File: src/rtl/mem_arbiter.sv
// mem_arbiter: shares one physical-memory port between the icache miss path
// and the dcache miss/writeback path. One line transfer at a time; ties
// alternate between the two sides so neither can starve the other.
module mem_arbiter #(
    parameter int ADDR_W = 16,
    parameter int LINE_W = 128
) (
    input  logic              clk,
    input  logic              reset,

    input  logic              i_read,
    input  logic [ADDR_W-1:0] i_address,
    output logic [LINE_W-1:0] i_rdata,
    output logic              i_resp,

    input  logic              d_read,
    input  logic              d_write,
    input  logic [ADDR_W-1:0] d_address,
    input  logic [LINE_W-1:0] d_wdata,
    output logic [LINE_W-1:0] d_rdata,
    output logic              d_resp,

    output logic              pmem_read,
    output logic              pmem_write,
    output logic [ADDR_W-1:0] pmem_address,
    output logic [LINE_W-1:0] pmem_wdata,
    input  logic [LINE_W-1:0] pmem_rdata,
    input  logic              pmem_resp
);

    // Handshake: a requester raises read/write with a stable address (and
    // data) and holds it until its own resp pulses for one cycle; it drops
    // the request on that edge. Memory sees a held strobe until pmem_resp.

    typedef enum logic [1:0] {
        IDLE    = 2'd0,
        SERVE_I = 2'd1,
        SERVE_D = 2'd2
    } state_t;

    state_t            state;
    logic              last_grant;   // 0 = icache served last, 1 = dcache
    logic [ADDR_W-1:0] addr_q;
    logic [LINE_W-1:0] wdata_q;
    logic              rd_q;         // registered pmem read strobe
    logic              wr_q;         // registered pmem write strobe (latched d_write)

    logic d_req;
    logic grant_d;
    logic grant_i;

    // Arbitration decision: a tie goes to the side that was not served last.
    always_comb begin
        d_req   = d_read | d_write;
        grant_d = d_req & (~i_read | ~last_grant);
        grant_i = i_read & ~grant_d;
    end

    // Transfer FSM: grant in IDLE, hold strobes until memory completes.
    always_ff @(posedge clk) begin
        if (reset) begin
            state      <= IDLE;
            last_grant <= 1'b0;
            addr_q     <= '0;
            wdata_q    <= '0;
            rd_q       <= 1'b0;
            wr_q       <= 1'b0;
        end else begin
            case (state)
                IDLE: begin
                    if (grant_d) begin
                        state      <= SERVE_D;
                        last_grant <= 1'b1;
                        addr_q     <= d_address;
                        wdata_q    <= d_wdata;
                        // Write wins when both d_read and d_write are set.
                        wr_q       <= d_write;
                        rd_q       <= ~d_write;
                    end else if (grant_i) begin
                        state      <= SERVE_I;
                        last_grant <= 1'b0;
                        addr_q     <= i_address;
                        rd_q       <= 1'b1;
                        wr_q       <= 1'b0;
                    end
                end
                SERVE_I, SERVE_D: begin
                    if (pmem_resp) begin
                        state <= IDLE;
                        rd_q  <= 1'b0;
                        wr_q  <= 1'b0;
                    end
                end
                default: begin
                    state <= IDLE;
                    rd_q  <= 1'b0;
                    wr_q  <= 1'b0;
                end
            endcase
        end
    end

    // Memory-side outputs come straight from registers; reset forces strobes off
    // in the very cycle it is asserted, including mid-transfer.
    always_comb begin
        pmem_read    = rd_q & ~reset;
        pmem_write   = wr_q & ~reset;
        pmem_address = addr_q;
        pmem_wdata   = wdata_q;
    end

    // Completion is forwarded in the same cycle memory reports it; read data
    // is a pass-through, valid only while the matching resp is high.
    always_comb begin
        i_rdata = pmem_rdata;
        d_rdata = pmem_rdata;
        i_resp  = (state == SERVE_I) & pmem_resp & ~reset;
        d_resp  = (state == SERVE_D) & pmem_resp & ~reset;
    end

endmodule

File: config.mk
export PLATFORM = sky130hd
export DESIGN_NAME = mem_arbiter
export DESIGN_NICKNAME = d
export VERILOG_FILES = /design/src/rtl/mem_arbiter.sv
export SDC_FILE = /design/constraint.sdc
export NUM_CORES = 1
export LEC_CHECK = 0
export CAP_MARGIN = 10
export CORE_AREA = 2 2 268 270
export CTS_BUF_LIST = sky130_fd_sc_hd__clkbuf_16
export DETAILED_ROUTE_END_ITERATION = 10
export DIE_AREA = 0 0 270 272
export HOLD_SLACK_MARGIN = 0.12
export PLACE_DENSITY_LB_ADDON = 0.2
export SLEW_MARGIN = 20
export SYNTH_ARGS = -nofsm -noshare
export SYNTH_HDL_FRONTEND = slang
export SYNTH_SLANG_ARGS = --single-unit
File: constraint.sdc
create_clock -name clk -period 4 [get_ports clk]
set_input_delay 0.8 -clock clk [delete_from_list [all_inputs] [get_ports clk]]
set_output_delay 0.8 -clock clk [all_outputs]
set_load 0.005 [all_outputs]
### Word level (Yosys, flattened, before mapping)

Cells that the tools add are included.
Widths: inputs -> output; s select.

* register bits: 149
* output and inout bits: 404

* equality and inequality tests: 4
* mux-type cells: 14
* bitwise gates (word level): 15
* reduce and logical (&&, ||, !) cells: 6

Operators with widths (count)
* $mux 16: 2
* $and 1x1->1: 8
* $mux 1: 6
* $mux 2: 3
* $reduce_and 2->1: 3
* $not 1->1: 5
* $pmux 1 s2: 2
* $pmux 2 s2: 1
* $ne 3x3->1 const B: 1
* $eq 2x1->1 const B: 1
* $eq 2x2->1 const B: 1
* $logic_not 2->1: 1
* $ne 2x2->1 const B: 1
* $or 1x1->1: 2
* $reduce_bool 2->1: 1
* $reduce_or 2->1: 1

### Longest topological paths before layout

Gate-level depths: netlist of the first run.

* depth in word-level cells: 8
* gate-level depth with buffers: 8

### Worst setup path after synthesis of the first run

No wires, ideal clock.

* path type: input -> output
* start point: in reset
* end point: out d_resp
* arrival: 1.529 ns
* required time: 3.200 ns
* setup slack: 1.671 ns
* stages: 3
* path buffers: 2
* cell sequence: clkbuf_1 -> clkbuf_1 -> and3b_1

* cells in the longest elaborated chain, start to end: 2

RTL lines
* from (decl): line 9 `input logic reset,`
* $not 1->1: line 118 `d_resp = (state == SERVE_D) & pmem_resp & ~reset;`
* $and 1x1->1: line 118
* to (decl): line 21 `output logic d_resp,`

Every way passes these cells.

### Worst setup path after layout of the first run

* start point: in pmem_resp
* end point: out d_resp

* cells in the longest elaborated chain, start to end: 2

RTL lines
* from (decl): line 28 `input logic pmem_resp`
* $and 1x1->1 (2 in series): line 118

Every way passes these cells.

==> results of run 1 <==
[power by group through the flow]
stage / clock network (W) / logic [W] / registers, W
floorplan: 0 / 0.000831 / 0.00184
global placement: 0 / 0.00151 / 0.00183
detailed placement: 0 / 0.00151 / 0.00184
CTS: 0.00196 / 0.00151 / 0.00180
global route: 0.00200 / 0.00161 / 0.00183
finish: 0.00184 / 0.00146 / 0.00180
[worst reg2reg max path, cell delays in order (launching register included)]
cell     delay [ps]
dfxtp_1         320
inv_1           130
ha_4            530
inv_4           440
buf_12          320
o21ai_0         330
a21oi_1          90
[registers in the layout, indices dropped and copies added (netlist names)]
name and flops:
rd_q 1, wr_q 1, last_grant 1, pmem_wdata 128
pmem_address 16, state 2
[layer usage]
layer	up-vias	wire (um)	part of all wire (%)	track usage, %
met2	378	14600	46	13.2
met1	3048	12700	40	9.47
met5	-	48	0.15	0.449
li1	3055	-	-	-
met3	117	2850	9.0	4.00
met4	2	1660	5.2	5.63
[per-stage QoR]
stage / instances / power (W) / hold WS, ps
after floorplan: 964 / 0.00267 / 470
after global placement: 1901 / 0.00334 / 460
after detailed placement: 1901 / 0.00334 / 465
after CTS: 1933 / 0.00527 / 476
after global routing: 1933 / 0.00544 / 492
final: 1934 / 0.00510 / 472
[cell usage after synthesis]
library cell	count	share of area, %
buf_4	260	25
dfxtp_1	149	39
a21oi_1	129	8.3
nand3_1	128	8.3
o21ai_0	103	6.7
clkbuf_1	52	2.5
nand2_1	33	1.6
o21ai_1	29	1.9
buf_2	18	1.2
nor2_1	17	0.82
a311oi_1	16	1.8
buf_6	4	0.58
ha_1	3	0.48
nand2b_1	3	0.24
nor2b_1	3	0.24
and3b_1	2	0.23
buf_1	2	0.097
inv_1	2	0.097
o32ai_1	2	0.23
a21boi_0	1	0.097
a2bb2oi_1	1	0.11
inv_2	1	0.048
nor3_1	1	0.065
nor4b_1	1	0.11
o2bb2ai_2	1	0.19
o31a_1	1	0.11
o31ai_2	1	0.16
or3_4	1	0.15
[cell families after synthesis]
kind of cell | synth area share, %
buf+inv | 29.7
compound gates | 19.6
simple gates | 11.7
flops | 38.5
fa+ha+maj | 0.485
[worst max path at each step]
stage,startpoint,endpoint,cells past startpoint
after CTS,pmem_resp,i_resp,3
after detailed placement,pmem_resp,i_resp,3
after floorplan,reset,d_resp,3
final,pmem_resp,d_resp,3
after global routing,pmem_resp,i_resp,3
after global placement,pmem_resp,i_resp,3
[layout make-up]
type | instances | area (sq um)
fillers | 8059 | 60200
repair buffers | 323 | 3260
flip-flops and latches | 149 | 2980
multi-input cells | 476 | 2500
well taps | 950 | 1190
clock buffers | 17 | 425
clock inverters | 15 | 206
inverters | 3 | 13.8
diodes | 1 | 2.50
==> reports/qor.txt, run 1 <==
Final Util: 15.0%
CTS clk-pin slew, worst paths: 70 ps
Min-Delay Path Depth: 2
routed wire length: 31.8 mm
PwrDens: 482 nW/um^2
layout cells sized above 1: 4.98%
switching share of power: 33.1%
syn nets: 1261
vias in the first global route: 6626
pin slew with the least headroom to its limit: 933 ps
syn avg cell area: 8.04 sq um
Layout Nets: 1267
Comb pwr share: 28.6%
Critical Path Max Stage Delay: 510 ps
Initial Utilization: 10.9%
status: complete, no violations
sequential share of the synthesized area: 38.5%
num rows: 98
Die H: 272 um
CP max FO: 3
sequential power share: 35.3%
clk sinks: 149
setup violators final: 0
type of origin of the critical path: input pin
Worst path slowest cell: clkdlybuf4s50_1
# resized after CTS: 0
internal cell power: 0.00341 W
first-pass GRT wire length: 46.3 mm
Antenna Nets Post-Route: 0
Leak: 3.49 nW
DRC errors left: 0
Placer Congestion: 0.693
CP delay by family, top: buffers and inverters
initial antenna violation count: 3
Fmax achieved: 360 MHz
Slew Viols, Final: 0
most common cell after layout, fill and taps aside: clkdlybuf4s50_1
RSZ-0062 raised after global routing: no
max-cap viol count: 0
die span in x: 270 um
Yosys warnings: 0
Fin Setup TNS: 0 ps
hold path endpoint: pmem_wdata[40]
Final Cycle Share: 69.4%
CTS root buf: clkbuf_16
Max IR drop VDD: 0.250 mV
Vias: 6600
Via density: 3.41
hold path start: pmem_wdata[40]
post-CTS setup buffers: 0
CTS Hold Buffers Added: 0
reg2reg path depth: 6
Worst path most repeated cell: clkdlybuf4s50_1
GRT overflow: 0
Layout area overhead: 36.6%
CP cell instances: clkdlybuf4s50_1, and3b_1, clkdlybuf4s50_1
Post-DP HPWL: 20.7 mm
crit path time final: 2780 ps
H-tree depth: 4
synthesized cell area: 7750 sq um
Slew headroom: 37.8%
reg2reg setup slack: 1700 ps
FF-to-FF End: pmem_wdata[88]
Worst EP required: 3200 ps
CP Data Arrival Time: 1980 ps
Seq cells post-synth: 149
IO Count: 698
Hold Vio Cnt, Final: 0
Cell variety after synth: 28
core area: 70800 sq um
Initial DRT Pass Iterations: 4
die area: 73400 sq um
Hold Crit Class: reg -> reg
most frequent cells in the layout: clkdlybuf4s50_1 (312), dfxtp_1 (149), a21oi_1 (129), nand3_1 (128), o21ai_0 (103)
dpl ws: 1230 ps
number of CTS-inserted buffers: 17
total track usage: 8.57%
Clock power frac: 36.1%
CP bufs+invs: 2
final worst slack: 1220 ps
Post-Place Cell Area: 9950 sq um
worst r2r src: state[0]
design area: 10600 sq um
port bufs: 313
Post-Synthesis Cells: 964
largest net degree at the start of global routing: 144
clk_lat worst skew: 480 ps
Worst setup EP type: primary output
CTS tree: built
Max clock buf depth: 2
Post-Route Skew: 11.8 ps
average wire per standard cell: 16.5 um
reported net switching power: 0.00169 W
Iter 0 DRT Violations: 303
path type of the worst setup path: in -> out
Note: power is estimated with default switching activity, not from simulation.
==> run 2, diff against run 1 <==
- clock period: 4 -> 2.71 ns (I/O delays scaled with it)
==> reports/qor.txt, run 2 (synthesis results as in run 1) <==
status: complete, no violations
Initial Utilization: 10.9% (unchanged)
final worst slack: 364 ps (-858 ps)
Post-Place Cell Area: 10000 sq um (+0.78%)
Critical Path Max Stage Delay: 500 ps (about the same)
routed wire length: 32.1 mm (+0.78%)
worst r2r src: state[0]
Worst EP required: 2170 ps (-1030 ps)
max-cap viol count: 0 (unchanged)
# diodes: 0 (-1)
Fin Setup TNS: 0 ps (unchanged)
total track usage: 8.60% (+0.032 points)
worst setup path start: state[1]
Post-Route Skew: 28.8 ps (+17.0 ps)
PwrDens: 693 nW/um^2 (+44%)
layout cells sized above 1: 5.66% (+0.67 points)
Post-DP HPWL: 21.6 mm (+4.1%)
Slew Viols, Final: 0 (unchanged)
CTS Hold Buffers Added: 0 (unchanged)
largest net degree at the start of global routing: 81 (-44%)
IO Count: 698 (unchanged)
CP Data Arrival Time: 1800 ps (-180 ps)
Layout area overhead: 36.7%
CP max FO: 3 (unchanged)
Vias: 6649 (+0.74%)
reg2reg setup slack: 720 ps (-980 ps)
CP delay by family, top: buffers and inverters
Min-Delay Path Depth: 2 (unchanged)
die area: 73400 sq um (unchanged)
reported net switching power: 0.00248 W (+47%)
Antenna Nets Post-Route: 0 (unchanged)
Die H: 272 um (unchanged)
final hold slack: 421 ps (-51.3 ps)
Final Cycle Share: 86.6%
setup violators final: 0 (unchanged)
# resized after CTS: 0 (unchanged)
DRC errors left: 0 (unchanged)
Layout Nets: 1274 (+0.55%)
port bufs: 313 (unchanged)
CTS clk-pin slew, worst paths: 70 ps (about the same)
Comb pwr share: 30.0% (+1.4 points)
first-pass GRT wire length: 46.7 mm (+0.79%)
Hold Crit Class: in -> reg
Max IR drop VDD: 0.373 mV (+49%)
Final Util: 15.0% (+0.018 points)
CP bufs+invs: 2 (unchanged)
Largest register FFs: 128 (unchanged)
CP cell instances: inv_1, ha_1, and3b_1, clkdlybuf4s50_1
Leak: 3.51 nW (+0.44%)
CTS tree: built
internal cell power: 0.00486 W (+43%)
average wire per standard cell: 16.5 um (+0.47%)
H-tree depth: 4 (unchanged)
Placer Congestion: 0.709 (+2.4%)
WP depth: 4 (+1)
Worst setup EP type: primary output
vias in the first global route: 6740 (+1.7%)
initial antenna violation count: 1 (-2)
Slew headroom: 35.8% (-2.0 points)
switching share of power: 33.8% (+0.62 points)
number of CTS-inserted buffers: 17 (unchanged)
type of origin of the critical path: flip-flop
sequential power share: 36.2% (+0.9 points)
clk_lat worst skew: 490 ps (about the same)
Hold Vio Cnt, Final: 0 (unchanged)
crit path time final: 2350 ps
pin slew with the least headroom to its limit: 963 ps (+30.0 ps)
path type of the worst setup path: reg -> out
CTS root buf: clkbuf_16
RSZ-0062 raised after global routing: no
dpl ws: 249 ps (-976 ps)
CP endpoint: i_resp
die span in x: 270 um (unchanged)
Via density: 3.43 (+0.43%)
Iter 0 DRT Violations: 368 (+21%)
post-CTS setup buffers: 0 (unchanged)
clk sinks: 149 (unchanged)
core area: 70800 sq um (unchanged)
GRT overflow: 0 (unchanged)
reg2reg path depth: 5 (-1)
most frequent cells in the layout: clkdlybuf4s50_1 (312), dfxtp_1 (149), a21oi_1 (129), nand3_1 (128), o21ai_0 (103)
Initial DRT Pass Iterations: 4 (unchanged)
num rows: 98 (unchanged)
Max clock buf depth: 2 (unchanged)
Fmax achieved: 426 MHz
most common cell after layout, fill and taps aside: clkdlybuf4s50_1
Clock power frac: 33.8% (-2.3 points)
Worst path slowest cell: clkdlybuf4s50_1
FF-to-FF End: pmem_wdata[14]
design area: 10600 sq um (+0.12%)
[run 2: how the worst min path moves through the flow]
stage	slack [ps]	start	endpoint
2_1_floorplan	470	pmem_wdata[0]	pmem_wdata[0]
3_3_place_gp	460	pmem_wdata[116]	pmem_wdata[116]
3_5_place_dp	470	pmem_wdata[4]	pmem_wdata[4]
4_1_cts	350	reset	pmem_wdata[122]
5_1_grt	400	reset	pmem_wdata[116]
6_report	420	reset	pmem_wdata[122]
[run 2: power groups by stage]
stage	registers, W	clock network, W	logic (W)
floorplan	0.00271	0	0.00123
global placement	0.00270	0	0.00227
detailed placement	0.00271	0	0.00225
CTS	0.00266	0.00268	0.00226
global route	0.00270	0.00270	0.00243
finish	0.00266	0.00248	0.00220
[run 2: per-layer routing]
metal	track usage (%)	routed length (um)	vias to the layer above
met3	4.10	2920	112
li1	-	-	3066
met1	9.47	12600	3084
met4	5.25	1530	2
met5	0.449	48	-
met2	13.4	14900	385
[run 2: per-stage QoR]
| stage | power [W] | instances |
|---|---|---|
| after floorplan | 0.00394 | 964 |
| after global placement | 0.00497 | 1908 |
| after detailed placement | 0.00496 | 1908 |
| after CTS | 0.00760 | 1940 |
| after global routing | 0.00783 | 1940 |
| final | 0.00734 | 1940 |
[run 2: layout make-up]
class | count | area (sq um)
fillers | 8024 | 60200
repair buffers | 330 | 3330
flip-flops and latches | 149 | 2980
multi-input cells | 476 | 2500
well taps | 950 | 1190
clock buffers | 17 | 425
clock inverters | 15 | 144
inverters | 3 | 13.8
[run 2: worst reg2reg max path: cells and delay by family, from the launching register on]
family          cells  cell delay [ps]
compound gates      1              190
fa+ha+maj           1              180
buf+inv             2              790
flops               1              320
simple gates        1              450
